`config.mk`:
```
export PLATFORM = sky130hd
export DESIGN_NAME = slave_io_flat
export DESIGN_NICKNAME = d
export VERILOG_FILES = /design/src/rtl/slave_io_pkg.sv /design/src/rtl/data_transfer.sv /design/src/rtl/slave_fifo.sv /design/src/rtl/slave_io.sv /design/src/flat_wrapper.sv
export SDC_FILE = /design/constraint.sdc
export NUM_CORES = 1
export LEC_CHECK = 0
export ABC_AREA = 1
export BUFFER_PORTS_ARGS = -buffer_cell sky130_fd_sc_hd__buf_2
export CELL_PAD_IN_SITES_DETAIL_PLACEMENT = 1
export CELL_PAD_IN_SITES_GLOBAL_PLACEMENT = 2
export CORE_MARGIN = 2
export CORE_UTILIZATION = 41
export CTS_BUF_LIST = sky130_fd_sc_hd__clkbuf_2 sky130_fd_sc_hd__clkbuf_4 sky130_fd_sc_hd__clkbuf_8
export CTS_CLUSTER_SIZE = 25
export DETAILED_ROUTE_END_ITERATION = 8
export PLACE_DENSITY = 0.84
export SLEW_MARGIN = 20
export SYNTH_ARGS = -nofsm -noshare
export SYNTH_HDL_FRONTEND = slang
export SYNTH_SLANG_ARGS = --single-unit
```
`constraint.sdc`:
```
create_clock -name clk -period 4.08 [get_ports clk]
set_input_delay 0.408 -clock clk [delete_from_list [all_inputs] [get_ports clk]]
set_output_delay 0.408 -clock clk [all_outputs]
set_load 0.005 [all_outputs]
```
`src/rtl/slave_io_pkg.sv`:
```
// slave_io_pkg: shared constants and state type for the slave_io responder.
package slave_io_pkg;

    localparam logic [7:0] CMD_A5           = 8'hA5;
    localparam logic [7:0] CMD_C3           = 8'hC3;
    localparam logic [7:0] MASTER_IDLE      = 8'hFF;

    localparam logic [7:0] DEF_NACK_CODE    = 8'hFF;
    localparam logic [7:0] DEF_IDLE_CODE    = 8'h00;

    typedef enum logic [1:0] {
        IDLE,
        ACK,
        NACK
    } slave_state_t;

endpackage

```
`src/rtl/data_transfer.sv`:
```
// data_transfer: byte-wide master/slave link. The master drives mdata and the slave answers on sdata.
interface data_transfer #(
    parameter int DATA_W = 8
);
    logic [DATA_W-1:0] mdata;
    logic [DATA_W-1:0] sdata;

    modport master (output mdata, input sdata);
    modport slave  (input mdata, output sdata);
endinterface

```
`src/rtl/slave_fifo.sv`:
```
// slave_fifo: synchronous FIFO with a registered read port.
// The occupancy counter is the only source of full/empty.
// A pop is evaluated before a push, so a full FIFO that is popped in the same cycle still accepts the push.
module slave_fifo #(
    parameter int DEPTH  = 4,
    parameter int DATA_W = 8
) (
    input  logic                     clk,
    input  logic                     rst,
    input  logic                     push,
    input  logic                     pop,
    input  logic [DATA_W-1:0]        wr_data,
    output logic                     push_ok,
    output logic [DATA_W-1:0]        rd_data,
    output logic                     rd_valid,
    output logic [$clog2(DEPTH):0]   count,
    output logic                     full,
    output logic                     empty
);
    localparam int              PTR_W   = $clog2(DEPTH);
    localparam logic [PTR_W:0]  DEPTH_C = (PTR_W + 1)'(DEPTH);

    logic [DATA_W-1:0] mem [DEPTH];
    logic [PTR_W-1:0]  wr_ptr;
    logic [PTR_W-1:0]  rd_ptr;
    logic [PTR_W:0]    count_q;
    logic              pop_ok;

    assign count   = count_q;
    assign empty   = (count_q == '0);
    assign full    = (count_q == DEPTH_C);
    // Pop first, then push: a pop that frees a slot lets the push in.
    assign pop_ok  = pop && !empty;
    assign push_ok = push && (!full || pop_ok);

    // Pointer, occupancy and read-port registers.
    always_ff @(posedge clk) begin
        // NOTE: sequential state uses non-blocking assignments, so every register samples values from before the edge.
        if (rst) begin
            wr_ptr   <= '0;
            rd_ptr   <= '0;
            count_q  <= '0;
            rd_data  <= '0;
            rd_valid <= 1'b0;
        end else begin
            rd_valid <= pop_ok;
            if (pop_ok) begin
                rd_data <= mem[rd_ptr];
                rd_ptr  <= rd_ptr + 1'b1;
            end
            if (push_ok) begin
                wr_ptr <= wr_ptr + 1'b1;
            end
            case ({push_ok, pop_ok})
                2'b10:   count_q <= count_q + 1'b1;
                2'b01:   count_q <= count_q - 1'b1;
                default: count_q <= count_q;
            endcase
        end
    end

    // Storage array write port.
    always_ff @(posedge clk) begin
        // NOTE: the storage array has no reset. The counter and pointers decide which entries are valid, so resetting the array would only cost area.
        if (push_ok) begin
            mem[wr_ptr] <= wr_data;
        end
    end

endmodule

```
`src/rtl/slave_io.sv`:
```
// slave_io: responder end of the data_transfer link.
// It captures master bytes into slave_fifo and answers each capture on sdata with ~byte (ACK), NACK_CODE or IDLE_CODE.
// Optional build macro SLAVE_IO_CMD_COUNT_EN: adds saturating counters cnt_a5/cnt_c3 of accepted 0xA5/0xC3 bytes.
module slave_io
    import slave_io_pkg::*;
#(
    parameter int                 DEPTH     = 4,
    parameter int                 DATA_W    = 8,
    parameter logic [DATA_W-1:0]  NACK_CODE = DATA_W'(DEF_NACK_CODE),
    parameter logic [DATA_W-1:0]  IDLE_CODE = DATA_W'(DEF_IDLE_CODE)
) (
    input  logic                     clk,
    input  logic                     rst,
    data_transfer.slave              slave_transfer,
    input  logic                     sample_en,
    input  logic                     rd_en,
    output logic [DATA_W-1:0]        rd_data,
    output logic                     rd_valid,
    output logic [$clog2(DEPTH):0]   count,
    output logic                     full,
    output logic                     empty,
    output logic                     overflow
`ifdef SLAVE_IO_CMD_COUNT_EN
    ,
    output logic [7:0]               cnt_a5,
    output logic [7:0]               cnt_c3
`endif
);
    slave_state_t      state_q;
    logic [DATA_W-1:0] ack_q;
    logic [DATA_W-1:0] mdata;
    logic [DATA_W-1:0] sdata;
    logic              push_req;
    logic              push_ok;
    logic              refused;

    assign mdata    = slave_transfer.mdata;
    // The master's idle/reset pattern is never stored.
    assign push_req = sample_en && (mdata != DATA_W'(MASTER_IDLE));
    assign refused  = push_req && !push_ok;

    slave_fifo #(
        .DEPTH  (DEPTH),
        .DATA_W (DATA_W)
    ) u_fifo (
        .clk      (clk),
        .rst      (rst),
        .push     (push_req),
        .pop      (rd_en),
        .wr_data  (mdata),
        .push_ok  (push_ok),
        .rd_data  (rd_data),
        .rd_valid (rd_valid),
        .count    (count),
        .full     (full),
        .empty    (empty)
    );

    // Response FSM: remembers the outcome of this cycle's capture for one cycle. The overflow flag is sticky until reset.
    always_ff @(posedge clk) begin
        if (rst) begin
            state_q  <= IDLE;
            ack_q    <= '0;
            overflow <= 1'b0;
        end else if (push_ok) begin
            state_q  <= ACK;
            ack_q    <= mdata;
        end else if (refused) begin
            state_q  <= NACK;
            overflow <= 1'b1;
        end else begin
            state_q  <= IDLE;
        end
    end

    // Decode the response byte from the registered state and the registered ack byte.
    always_comb begin
        // NOTE: assign a default first so that no path through the case leaves sdata unassigned and infers a latch.
        sdata = IDLE_CODE;
        case (state_q)
            ACK:     sdata = ~ack_q;
            NACK:    sdata = NACK_CODE;
            default: sdata = IDLE_CODE;
        endcase
    end

    assign slave_transfer.sdata = sdata;

`ifdef SLAVE_IO_CMD_COUNT_EN
    // Saturating counts of accepted command bytes. Refused or ignored bytes are not counted.
    always_ff @(posedge clk) begin
        if (rst) begin
            cnt_a5 <= 8'h00;
            cnt_c3 <= 8'h00;
        end else begin
            if (push_ok && (mdata == DATA_W'(CMD_A5)) && (cnt_a5 != 8'hFF)) begin
                cnt_a5 <= cnt_a5 + 8'd1;
            end
            if (push_ok && (mdata == DATA_W'(CMD_C3)) && (cnt_c3 != 8'hFF)) begin
                cnt_c3 <= cnt_c3 + 8'd1;
            end
        end
    end
`endif

endmodule

```
`src/flat_wrapper.sv`:
```
// flat-port wrapper written by rule: the top's interface ports become plain ports
module slave_io_flat import slave_io_pkg::*;
#(
    parameter int                 DEPTH     = 4,
    parameter int                 DATA_W    = 8,
    parameter logic [DATA_W-1:0]  NACK_CODE = DATA_W'(DEF_NACK_CODE),
    parameter logic [DATA_W-1:0]  IDLE_CODE = DATA_W'(DEF_IDLE_CODE)
)
  (clk, rst, sample_en, rd_en, rd_data, rd_valid, count, full, empty, overflow, slave_transfer_mdata, slave_transfer_sdata);
  data_transfer #(.DATA_W(DATA_W)) slave_transfer_i ();
  input  logic clk;
  input  logic rst;
  input  logic sample_en;
  input  logic rd_en;
  output logic [DATA_W-1:0] rd_data;
  output logic rd_valid;
  output logic [$clog2(DEPTH):0] count;
  output logic full;
  output logic empty;
  output logic overflow;
  input wire logic [$bits(slave_transfer_i.mdata)-1:0] slave_transfer_mdata;
  output wire logic [$bits(slave_transfer_i.sdata)-1:0] slave_transfer_sdata;
  assign slave_transfer_i.mdata = slave_transfer_mdata;
  assign slave_transfer_sdata = slave_transfer_i.sdata;
  slave_io #(.DEPTH(DEPTH), .DATA_W(DATA_W), .NACK_CODE(NACK_CODE), .IDLE_CODE(IDLE_CODE)) u_core (.clk(clk), .rst(rst), .slave_transfer(slave_transfer_i), .sample_en(sample_en), .rd_en(rd_en), .rd_data(rd_data), .rd_valid(rd_valid), .count(count), .full(full), .empty(empty), .overflow(overflow));
endmodule
```
Word-level counts from Yosys, hierarchy flattened. Memories as Yosys holds them, arrays and structs flattened. A register that Yosys moved wholly into a read port is not among the register bits. Cells that the tools add are included.

Add/sub/neg operators: 4. $mul: 0. Divide/modulo/power cells: 0. $lt $le $gt $ge: 0. Eq/ne operators: 6. Shift operators: 0. Multiplexer cells: 6. Bitwise operators: 2. Reduce and logical (&&, ||, !) cells: 12.

Operators by type and width (count): $pmux W8 S2 (1); $ne A8 B8 Y1 const B (1); $not A8 Y8 (1); $pmux W3 S2 (1); $add A2 B1 Y2 const B (2); $eq A2 B1 Y1 const B (2); $eq A2 B2 Y1 const B (2); $logic_and A1 B1 Y1 (4); $add A3 B1 Y3 const B (1); $eq A3 B3 Y1 const B (1); $logic_not A1 Y1 (3); $logic_not A3 Y1 (1); $mux W1 (3); $sub A3 B1 Y3 const B (1); $mux W2 (1); $reduce_and A2 Y1 (1); $reduce_bool A2 Y1 (1); $reduce_or A2 Y1 (1); $logic_or A1 B1 Y1 (1); $not A1 Y1 (1).

Flip-flop bits (word level): 19. Latch bits: 0. Bits in writable memories: 32. ROM bits: 0. Output and inout bits: 23. Word-level logic and storage cells: 39. Memories kept: 1.

Memory list: u_core.u_fifo.mem (depth 4, bits a word 8, read ports 1, clocked after Yosys merged registers in 1, write ports 1, line slave_fifo.sv:23) `logic [DATA_W-1:0] mem [DEPTH];`.

Depth between registers and ports, before layout. Gate-level depths: netlist of the first run.

Depth in word-level cells: 9. Mapped depth: 12. Depth with buffers taken out: 12.

Cells and area by module. From an unflattened synthesis of the first run, not the netlist that was laid out.

Cell total of the unflattened synthesis: 252. Area, all modules: 2469.9 µm².

Modules (own cells, without submodules): slave_fifo (instances 1, cells each 176, area each 1956.9 µm²); slave_io (instances 1, cells each 76, area each 513.0 µm²).

Worst setup path before layout of the first run. Ideal clock, no wire load.

Path kind: flip-flop to flip-flop. From: register u_core.u_fifo.count_q[0], in the netlist u_core.u_fifo.count[0]. To: register u_core.u_fifo.count_q[2], in the netlist u_core.u_fifo.count[2]. Setup time: 0.115 ns. Arrival: 1.513 ns. Data required time: 3.965 ns. Path slack: 2.452 ns. Cell stages (with the launch flop): 12. Period minus slack after synthesis: 1.628 ns. Cells stage by stage: dfxtp_1 -> nor2_4 -> nand2_4 -> nand2_8 -> inv_6 -> nand2_4 -> inv_1 -> fa_1 -> inv_1 -> nand2_2 -> a21oi_1 -> nor2_1.

Longest elaborated chain between the ends: 7.

Ends and longest elaborated chain: start, declared (line slave_fifo.sv:26) `logic [PTR_W:0] count_q;`; start signal, assigned (line slave_fifo.sv:55) `2'b10: count_q <= count_q + 1'b1;`; start signal, assigned (line slave_fifo.sv:56) `2'b01: count_q <= count_q - 1'b1;`; start signal, assigned (line slave_fifo.sv:57) `default: count_q <= count_q;`; $logic_not A3 Y1 (line slave_fifo.sv:30) `assign empty = (count_q == '0);`; $logic_not A1 Y1 (line slave_fifo.sv:33) `assign pop_ok = pop && !empty;`; $logic_and A1 B1 Y1 (line slave_fifo.sv:33); $logic_or A1 B1 Y1 (line slave_fifo.sv:34) `assign push_ok = push && (!full || pop_ok);`; $logic_and A1 B1 Y1 (line slave_fifo.sv:34); $eq A2 B1 Y1 / $eq A2 B2 Y1 (equally long branches) (line slave_fifo.sv:54) `case ({push_ok, pop_ok})`; $pmux W3 S2 / $reduce_bool A2 Y1 (equally long branches).

Several ways; a longest one is shown, not always the timed one. A chain may end at the register's enable or synchronous reset.

Worst setup path in the final report of the first run. Ends and elaborated chain as after synthesis.

==> flow_summary_export.csv, run 1 <==
group,metric,value,unit
sta,hold_violations,0,
detailed_routing,dr.pass1.iters,4,
detailed_routing,post-route-drc-count,0,
place,io_buffer_count,34,
clock_tree,cts_tree,"built",
worst_setup_path,reg2reg_depth,11,
detailed_routing,first_iter_violations,43,
synth,yosysSeqAreaShare,58.9,%
place,place.gp.congestion,0.753,
sta,fin_setup_tns,0,ps
synth,synth.area.top_cells,"edfxtp_1 38%, dfxtp_1 21%, nor2_1 6.2%, o21ai_0 4.7%, o21ai_2 4.1%",
pwr,p_leak,1.20,nW
synth,synthArstFlopShare,0,%
sta,finalCritPeriodShare,43.8,%
synth,synth_area,2550,um^2
clock_tree,clock_latency,330,ps
worst_hold_path,hold_path.startpoint,"rst",
sta,max-slew-margin-rel,50.6,%
synth,synth_ff_type,"edfxtp_1",
pwr,peakVddDrop,0.226,mV
final_layout,antennaDiodeCount,0,
sta,grt_setup_unrepaired,"no",
final_layout,final_cells,365,
worst_hold_path,hp-class,"input port to flip-flop",
detailed_routing,vias,1792,
global_routing,grt_usage,16.8,%
clock_tree,cts.clk_slew.worst_paths,60,ps
synth,synth_nets,268,
synth,yosysWarnings,0,
synth,ys_seq_elements,59,
worst_hold_path,worstHoldEndpoint,"u_core.u_fifo.count[1]$_SDFFE_PP0P_",
clock_tree,cts.sinks,59,
synth,yosysMostFrequentCell,"nor2_1",
die,start_util,42.8,%
synth,synth_top_family_by_area,"simple AND/OR/NAND/NOR gates",
global_routing,grt_max_degree,19,
worst_setup_path,cp_max_fo,18,
global_routing,grt_pass1_wl,9120,um
sta,hold_slack,275,ps
global_routing,antenna_found_initial,0,
worst_setup_path,regToRegEndpoint,"u_core.u_fifo.count[2]$_SDFFE_PP0P_",
final_layout,area_growth,15.5,%
sta,skew,5.49,ps
status,outcome,"complete, no violations",
die,dieHeight,82.9,um
synth,yosys.area_share.simple,17.2,%
worst_setup_path,ff2ff_setup_slack,2290,ps
synth,synth_compound_area_share,13.3,%
synth,synth.distinct_cells,29,
synth,synth_edf_count,32,
clock_tree,clock-root-buffer,"clkbuf_8",
final_layout,nNetsFinal,304,
place,dpl.hpwl,3870,um
worst_hold_path,min_path_cells,2,
synth,synthMuxAreaShare,0,%
final_layout,layout-drive-gt1-share,28.6,%
sta,period_needed,1790,ps
clock_tree,cts_setup_buffers,0,
worst_setup_path,crit_required,4310,ps
final_layout,nFillCells,706,
flow_run,drv_cap,0,
global_routing,grt_pass1_vias,1824,
detailed_routing,wl,5320,um
die,rows,28,
clock_tree,cts.repair.resized,0,
synth,yosysTopAreaCellShare,37.7,%
synth,synth-xor-area-share,0,%
detailed_routing,viasPerCell,4.91,
sta,setup_viol,0,
synth,avgSynthCellArea,10.2,um^2
global_routing,grt_overflow,0,
pwr,power_density,532,nW/um^2
worst_setup_path,setup.worst_path.start_class,"flip-flop",
clock_tree,numCtsBuffers,9,
detailed_routing,drt-wirelength-per-cell,14.6,um
worst_setup_path,r2r-start,"u_core.u_fifo.count[0]$_SDFFE_PP0P_",
worst_setup_path,crit_type,"flip-flop to flip-flop",
sta,tightest_slew,738,ps
synth,synth_adder_area_share,3.73,%
die,die_w,82.9,um
synth,syn_inst,249,
worst_setup_path,cp-end-kind,"flip-flop",
synth,synth_common_cells,"42 x nor2_1, 32 x edfxtp_1, 27 x dfxtp_1, 27 x nand2_1, 24 x o21ai_0",
clock_tree,cts_buffer_depth,2,
die,io_pins,35,
place,placedCellCount,349,
clock_tree,cts_hold_buf,0,
clock_tree,ctsHtreeMaxLevel,3,
synth,synth_top_cell_by_area,"edfxtp_1",
detailed_routing,antenna_left,0,
die,core,5960,um^2
sta,fmax,560,MHz
worst_setup_path,cp.arrival,2020,ps
sta,maxSlewViolCount,0,
die,dieArea,6870,um^2
[cells in the final DEF (no fill, tap or decap)]
cell type,count
buf_2,34
inv_6,1
nor2_4,1
nand2_8,1
ha_1,6
nor2_1,42
dfxtp_1,27
o21ai_2,12
a31oi_1,8
edfxtp_1,32
o21ai_0,24
nor2_2,1
a21oi_2,1
nand2_4,4
inv_2,4
nor3_1,1
clkbuf_8,10
fa_1,1
nand3_2,2
bufinv_16,1
clkinv_1,3
nand2_2,7
inv_1,22
nand4_2,1
nand2_1,27
clkbuf_4,3
a21oi_1,11
nand3_1,3
[per-stage QoR]
step	util (%)	instance area [um^2]	total power [W]	setup WS, ps
floorplan	-	2550	0.000959	2450
global placement	46.1	2750	0.00104	2100
detailed placement	46.1	2750	0.00105	2070
CTS	49.5	2950	0.00159	2280
global route	49.5	2950	0.00166	2110
finish	49.5	2950	0.00157	2290
[cell type report]
| class | instances | area [um^2] | share of cell area [%] |
|---|---|---|---|
| flip-flops and latches | 59 | 1500 | 51.0 |
| multi-input cells | 153 | 872 | 29.6 |
| repair buffers | 34 | 170 | 5.78 |
| clock buffers | 13 | 160 | 5.44 |
| inverters | 28 | 110 | 3.74 |
| well taps | 75 | 93.8 | 3.19 |
| clock inverters | 3 | 37.5 | 1.27 |
[logic make-up (layout without fill, tap and decap cells)]
logic type / count (synthesis) / after routing
AO/OA/AOI/OAI: 56 / 56
adder cells (fa/ha/maj): 7 / 7
buffers and inverters: 37 / 78
flip-flops: 59 / 59
AND/OR/NAND/NOR: 90 / 90
[per-layer routing]
| layer | wire, um | GRT usage, % |
|---|---|---|
| met5 | 0 | 0 |
| met4 | 103 | 8.05 |
| met3 | 172 | 4.27 |
| met2 | 2530 | 26.8 |
| met1 | 2510 | 21.4 |
[where the power goes]
part / internal (W) / switching (W) / leakage (nW)
Clock: 0.000316 / 0.000221 / 0.103
Combinational: 0.000109 / 0.000184 / 0.581
Sequential: 0.000691 / 0.0000470 / 0.516
Total: 0.00111 / 0.000453 / 1.20
[flip-flops by register name (all words and copies together) (netlist names)]
signal	count
u_core.u_fifo.count	3
u_core.u_fifo.rd_valid	1
u_core.u_fifo.rd_ptr	2
u_core.u_fifo.rd_data	8
u_core.u_fifo.mem	32
u_core.u_fifo.wr_ptr	2
u_core.overflow	1
u_core.state_q	2
u_core.ack_q	8
[worst max-delay path, stage by stage (launching register included)]
cell and delay (ps):
dfxtp_1 390, nor2_4 170, nand2_4 90, nand2_8 90
inv_6 80, nand2_4 100, inv_1 50, fa_1 380
inv_1 80, nand2_2 60, a21oi_1 140, nor2_1 60
[worst max path at each step]
stage,cells past startpoint,to,slack [ps],startpoint
after floorplan,11,u_core.u_fifo.count[2]$_SDFFE_PP0P_,2450,u_core.u_fifo.count[0]$_SDFFE_PP0P_
after global placement,8,u_core.u_fifo.mem[2][3]$_DFFE_PP_,2100,slave_transfer_mdata[5]
after detailed placement,8,u_core.u_fifo.mem[2][6]$_DFFE_PP_,2070,slave_transfer_mdata[6]
after CTS,4,slave_transfer_sdata[5],2280,u_core.state_q[0]$_SDFF_PP0_
after global routing,12,u_core.u_fifo.count[2]$_SDFFE_PP0P_,2110,u_core.u_fifo.count[0]$_SDFFE_PP0P_
final,11,u_core.u_fifo.count[2]$_SDFFE_PP0P_,2290,u_core.u_fifo.count[0]$_SDFFE_PP0P_
(Power assumes the default switching activity.)
==> run 2: changes to the inputs <==
--- a/config.mk
+++ b/config.mk
@@ -10,11 +10,11 @@
 export CELL_PAD_IN_SITES_DETAIL_PLACEMENT = 1
 export CELL_PAD_IN_SITES_GLOBAL_PLACEMENT = 2
 export CORE_MARGIN = 2
-export CORE_UTILIZATION = 41
+export CORE_UTILIZATION = 34
 export CTS_BUF_LIST = sky130_fd_sc_hd__clkbuf_2 sky130_fd_sc_hd__clkbuf_4 sky130_fd_sc_hd__clkbuf_8
 export CTS_CLUSTER_SIZE = 25
 export DETAILED_ROUTE_END_ITERATION = 8
-export PLACE_DENSITY = 0.84
+export PLACE_DENSITY = 0.74
 export SLEW_MARGIN = 20
 export SYNTH_ARGS = -nofsm -noshare
 export SYNTH_HDL_FRONTEND = slang
==> constraint.sdc (replaced) <==
create_clock -name clk -period 1.6 [get_ports clk]
set_input_delay 0.16 -clock clk [delete_from_list [all_inputs] [get_ports clk]]
set_output_delay 0.16 -clock clk [all_outputs]
set_load 0.005 [all_outputs]
==> flow_summary_export.csv, run 2 (synthesis results as in run 1) <==
group,metric,value,unit
clock_tree,cts_buffer_depth,2,
sta,maxSlewViolCount,0,
worst_hold_path,hp-class,"input port to flip-flop",
final_layout,area_growth,26.4,%
detailed_routing,viasPerCell,4.45,
sta,hold_violations,0,
final_layout,layout-drive-gt1-share,38.9,%
final_layout,utilization,44.5,%
sta,fmax,660,MHz
clock_tree,cts_tree,"built",
global_routing,grt_pass1_wl,9280,um
final_layout,final_cells,413,
worst_setup_path,cp-end-kind,"flip-flop",
die,rows,31,
worst_setup_path,setup.worst_path.start_class,"flip-flop",
detailed_routing,antenna_left,0,
final_layout,mostFrequentLayoutCell,"nor2_1",
pwr,peakVddDrop,0.447,mV
sta,grt_setup_unrepaired,"no",
place,placedCellCount,396,
clock_tree,cts.clk_slew.worst_paths,70,ps
sta,skew,6.37,ps
final_layout,nNetsFinal,328,
detailed_routing,drt-wirelength-per-cell,13.3,um
final_layout,seq_area,1500,um^2
clock_tree,numCtsBuffers,9,
detailed_routing,vias,1838,
detailed_routing,dr.pass1.iters,4,
final_layout,final_cell_mix,"38 x nor2_1, 34 x buf_2, 32 x edfxtp_1",
worst_hold_path,min_path_cells,2,
clock_tree,cts_hold_buf,0,
sta,period_needed,1510,ps
worst_setup_path,crit_required,1870,ps
worst_setup_path,cp.arrival,1780,ps
detailed_routing,post-route-drc-count,0,
sta,tightest_slew,470,ps
die,io_pins,35,
pwr,power_density,1360,nW/um^2
detailed_routing,wl,5500,um
clock_tree,ctsHtreeMaxLevel,3,
sta,setup_viol,0,
flow_run,drv_cap,0,
global_routing,grt_usage,14.5,%
worst_setup_path,crit_type,"flip-flop to flip-flop",
place,placed_area,2950,um^2
detailed_routing,first_iter_violations,55,
global_routing,grt_max_degree,18,
die,dieArea,8210,um^2
worst_setup_path,reg2reg_depth,9,
die,die_w,90.6,um
clock_tree,cts.sinks,59,
final_layout,finish.instance_area,3220,um^2
pwr,p_leak,1.33,nW
worst_setup_path,cp_max_fo,4,
die,start_util,35.2,%
sta,finalCritPeriodShare,94.7,%
clock_tree,clock_latency,330,ps
global_routing,grt_pass1_vias,1913,
place,io_buffer_count,34,
final_layout,largest_register_ffs,32,
place,place.gp.congestion,0.744,
global_routing,grt_overflow,0,
global_routing,antenna_found_initial,0,
clock_tree,clock-root-buffer,"clkbuf_8",
die,core,7250,um^2
place,dpl.hpwl,4110,um
final_layout,antennaDiodeCount,0,
final_layout,multi_input_area,901,um^2
final_layout,regMostFlops,"u_core.u_fifo.mem",
final_layout,nFillCells,857,
sta,max-slew-margin-rel,68.6,%
final_layout,biggestRegsByFlops,"u_core.u_fifo.mem (32), u_core.ack_q (8), u_core.u_fifo.rd_data (8)",
die,dieHeight,90.6,um
status,outcome,"complete, no violations",
[run 2: layout make-up]
cell class / count / share of cell area (%)
sequential: 59 / 46.6
multi-input combinational: 153 / 27.9
timing repair buffer: 58 / 10.9
clock buffer: 10 / 4.07
tap: 99 / 3.84
inverter: 28 / 3.41
clock inverter: 6 / 3.22
[run 2: path summary, 6_finish.rpt]
| path | startpoint | to | slack, ps |
|---|---|---|---|
| hold reg to reg | u_core.overflow$_SDFFE_PP0P_ | u_core.overflow$_SDFFE_PP0P_ | 460 |
| setup / recovery | u_core.u_fifo.count[1]$_SDFFE_PP0P_ | u_core.u_fifo.count[1]$_SDFFE_PP0P_ | 90 |
| hold / removal | rst | u_core.u_fifo.count[1]$_SDFFE_PP0P_ | 30 |
| setup reg to reg | u_core.u_fifo.count[1]$_SDFFE_PP0P_ | u_core.u_fifo.count[1]$_SDFFE_PP0P_ | 90 |
[run 2: what timing repair did]
| action | CTS | global route |
|---|---|---|
| endpoints found under the setup margin | 1 | 42 |
| buffers inserted | 0 | 1 |
| pin swaps | 2 | 9 |
| gates resized for setup | 1 | 11 |
[run 2: through the flow]
| step | setup WS [ps] | total power (W) | hold slack (ps) | TNS (ps) |
|---|---|---|---|---|
| global route | 2.74 | 0.00462 | 31.4 | 0 |
| floorplan | 24.6 | 0.00245 | 215 | 0 |
| global placement | 23.1 | 0.00275 | 373 | 0 |
| detailed placement | -84.2 | 0.00277 | 382 | -968 |
| CTS | 1.85 | 0.00441 | 13.1 | 0 |
| finish | 85.6 | 0.00437 | 31.4 | 0 |
[run 2: critical path, stage by stage, from the launching register on]
cell and delay (ps):
dfxtp_2 340, nor2_4 140, nand2_4 80, nand2_8 80
inv_6 40, nand2_4 50, inv_2 40, fa_2 510
nand2_1 60, a21oi_2 100
[run 2: layer usage]
metal  GRT usage (%)  part of all wire (%)  up-vias
met3            4.09                   3.6        9
met5               0                     0        -
li1                -                     -      947
met1            18.3                    47      852
met4            5.51                   1.8        0
met2            23.7                    48       30
[run 2: where the power goes]
group,switching (W),internal [W]
registers,0.0000752,0.00176
clock network,0.000580,0.00104
logic,0.000539,0.000375
==> run 3: changes to the inputs <==
--- a/config.mk
+++ b/config.mk
@@ -7,14 +7,12 @@
 export LEC_CHECK = 0
 export ABC_AREA = 1
 export BUFFER_PORTS_ARGS = -buffer_cell sky130_fd_sc_hd__buf_2
-export CELL_PAD_IN_SITES_DETAIL_PLACEMENT = 1
-export CELL_PAD_IN_SITES_GLOBAL_PLACEMENT = 2
 export CORE_MARGIN = 2
-export CORE_UTILIZATION = 34
-export CTS_BUF_LIST = sky130_fd_sc_hd__clkbuf_2 sky130_fd_sc_hd__clkbuf_4 sky130_fd_sc_hd__clkbuf_8
+export CORE_UTILIZATION = 41
+export CTS_BUF_LIST = sky130_fd_sc_hd__clkbuf_8
 export CTS_CLUSTER_SIZE = 25
 export DETAILED_ROUTE_END_ITERATION = 8
-export PLACE_DENSITY = 0.74
+export PLACE_DENSITY = 0.59
 export SLEW_MARGIN = 20
 export SYNTH_ARGS = -nofsm -noshare
 export SYNTH_HDL_FRONTEND = slang
==> flow_summary_export.csv, run 3 (synthesis results as in run 1) <==
group,metric,value,unit
status,outcome,"complete, no violations",
worst_setup_path,cp_max_fo,4,
detailed_routing,post-route-drc-count,0,
final_layout,final_cells,393,
pwr,power_frac_seq,47.7,%
die,core,5960,um^2
pwr,p_int,0.00269,W
final_layout,area_growth,23.7,%
worst_setup_path,cp-end-kind,"flip-flop",
final_layout,antennaDiodeCount,0,
place,dpl.hpwl,3660,um
worst_setup_path,reg2reg_depth,11,
worst_setup_path,cp.arrival,1810,ps
worst_setup_path,setup.worst_path.start_class,"flip-flop",
pwr,peakVddDrop,0.458,mV
sta,grt_setup_unrepaired,"yes",
place,io_buffer_count,34,
die,io_pins,35,
worst_setup_path,crit_required,1820,ps
detailed_routing,antenna_left,0,
clock_tree,clock-root-buffer,"clkbuf_8",
clock_tree,cts.sinks,59,
sta,skew,8.34,ps
worst_setup_path,crit_slowest_cell,"fa_2",
worst_hold_path,hp-class,"input port to flip-flop",
die,dieHeight,82.9,um
pwr,p_clk_share,27.3,%
final_layout,mostFrequentLayoutCell,"nor2_1",
detailed_routing,wl,5170,um
pwr,combPwrFrac,25.0,%
final_layout,nNetsFinal,332,
global_routing,grt_max_degree,18,
worst_setup_path,ff2ff_setup_slack,10,ps
worst_setup_path,r2r-start,"u_core.u_fifo.count[1]$_SDFFE_PP0P_",
worst_hold_path,hold_path.startpoint,"rst",
final_layout,nFillCells,577,
place,place.gp.congestion,0.785,
sta,max-slew-margin-rel,68.4,%
clock_tree,ctsHtreeMaxLevel,3,
final_layout,utilization,52.9,%
final_layout,regMostFlops,"u_core.u_fifo.mem",
worst_setup_path,crit_type,"flip-flop to flip-flop",
global_routing,grt_pass1_wl,8510,um
sta,maxSlewViolCount,0,
global_routing,grt_pass1_vias,1721,
sta,finalCritPeriodShare,99.2,%
sta,setup_viol,0,
sta,hold_violations,0,
die,die_w,82.9,um
worst_setup_path,slowest_delay,360,ps
clock_tree,cts_buffer_depth,2,
clock_tree,numCtsBuffers,9,
global_routing,antenna_found_initial,0,
detailed_routing,viasPerCell,4.67,
die,rows,28,
sta,tightest_slew,473,ps
pwr,power_density,1220,nW/um^2
detailed_routing,dr.pass1.iters,5,
pwr,p_sw_share,30.1,%
pwr,p_sw,0.00116,W
die,dieArea,6870,um^2
flow_run,drv_cap,0,
final_layout,final_cell_mix,"38 x nor2_1, 34 x buf_2, 32 x edfxtp_1",
global_routing,grt_usage,15.7,%
place,placedCellCount,372,
worst_hold_path,min_path_cells,2,
pwr,p_leak,1.31,nW
clock_tree,cts_tree,"built",
final_layout,largest_register_ffs,32,
global_routing,grt_overflow,0,
clock_tree,cts.clk_slew.worst_paths,60,ps
final_layout,biggestRegsByFlops,"u_core.u_fifo.mem (32), u_core.ack_q (8), u_core.u_fifo.rd_data (8)",
die,start_util,42.8,%
final_layout,layout-drive-gt1-share,38.1,%
worst_hold_path,worstHoldEndpoint,"u_core.u_fifo.count[1]$_SDFFE_PP0P_",
detailed_routing,vias,1834,
sta,period_needed,1590,ps
worst_setup_path,regToRegEndpoint,"u_core.u_fifo.count[2]$_SDFFE_PP0P_",
worst_setup_path,path_cells,"nor2_4 -> nand2_4 -> nand2_8 -> inv_6 -> nand2_4 -> inv_2 -> fa_2 -> inv_2 -> nand2_2 -> a21oi_2 -> nor2_1",
sta,fmax,630,MHz
detailed_routing,first_iter_violations,126,
clock_tree,clock_latency,320,ps
detailed_routing,drt-wirelength-per-cell,13.2,um
## run 3: changes by cell type in the layout (fill, tap and decap cells not counted), sizes merged
cell and delta:
clkinv +2, bufinv -3, clkbuf -1, inv +2
buf +4
## run 3: critical path: cells and delay by family, from the launching register on
kind	cells	cell delay, ps
and+or+nand+nor	6	510
adders and majority gates	1	360
DFF	1	330
AOI/OAI and AO/OA	1	140
buffers and inverters	3	130
## run 3: metal layers
metal / GRT usage [%] / vias to the layer above / wire, um
li1: - / 959 / -
met1: 21.0 / 825 / 2480
met2: 24.0 / 41 / 2360
met3: 4.97 / 9 / 257
met4: 5.81 / 0 / 76
met5: 0 / - / 0
## run 3: power groups by stage
stage,registers (W),logic (W),clock network (W)
3_3_place_gp,0.00187,0.000885,0
6_report,0.00184,0.000963,0.00105
5_1_grt,0.00185,0.00108,0.00117
4_1_cts,0.00184,0.000909,0.00108
2_1_floorplan,0.00188,0.000570,0
3_5_place_dp,0.00187,0.000898,0
## run 3: cell type report
class / count / area, um^2 / share of cell area (%)
clock buffers: 9 / 124 / 3.93
clock inverters: 7 / 27.5 / 0.873
inverters: 28 / 110 / 3.49
multi-input cells: 153 / 901 / 28.6
flip-flops and latches: 59 / 1500 / 47.7
well taps: 75 / 93.8 / 2.98
repair buffers: 62 / 393 / 12.5
## run 3: worst max-delay path by stage
| stage | slack (ps) | cells past startpoint | start | end |
|---|---|---|---|---|
| after floorplan | 20 | 11 | u_core.u_fifo.count[1]$_SDFFE_PP0P_ | u_core.u_fifo.count[2]$_SDFFE_PP0P_ |
| after global placement | -40 | 8 | slave_transfer_mdata[7] | u_core.u_fifo.mem[2][4]$_DFFE_PP_ |
| after detailed placement | -120 | 8 | slave_transfer_mdata[7] | u_core.u_fifo.mem[1][4]$_DFFE_PP_ |
| after CTS | -20 | 11 | u_core.u_fifo.count[0]$_SDFFE_PP0P_ | u_core.u_fifo.count[2]$_SDFFE_PP0P_ |
| after global routing | -70 | 12 | u_core.u_fifo.count[1]$_SDFFE_PP0P_ | u_core.u_fifo.count[2]$_SDFFE_PP0P_ |
| final | 10 | 11 | u_core.u_fifo.count[1]$_SDFFE_PP0P_ | u_core.u_fifo.count[2]$_SDFFE_PP0P_ |
## run 3: stage by stage
step | TNS, ps | hold slack [ps] | instance area (um^2) | total power [W] | setup WS, ps
after floorplan | 0 | 215 | 2550 | 0.00245 | 24.6
after global placement | -649 | 383 | 2940 | 0.00275 | -38.5
after detailed placement | -2280 | 376 | 2940 | 0.00277 | -116
after CTS | -23.5 | 21.4 | 3090 | 0.00383 | -23.5
after global routing | -85.5 | 19.2 | 3150 | 0.00410 | -65.7
final | 0 | 43.0 | 3150 | 0.00385 | 12.0
## run 3: what timing repair did
item                       in CTS  in global routing
resized for setup               3                  9
setup endpoints to repair      17                 26
hold buffers                    0                  0
pin swaps                       2                  8
hold endpoints to repair        0                  0
setup buffers                   0                  5
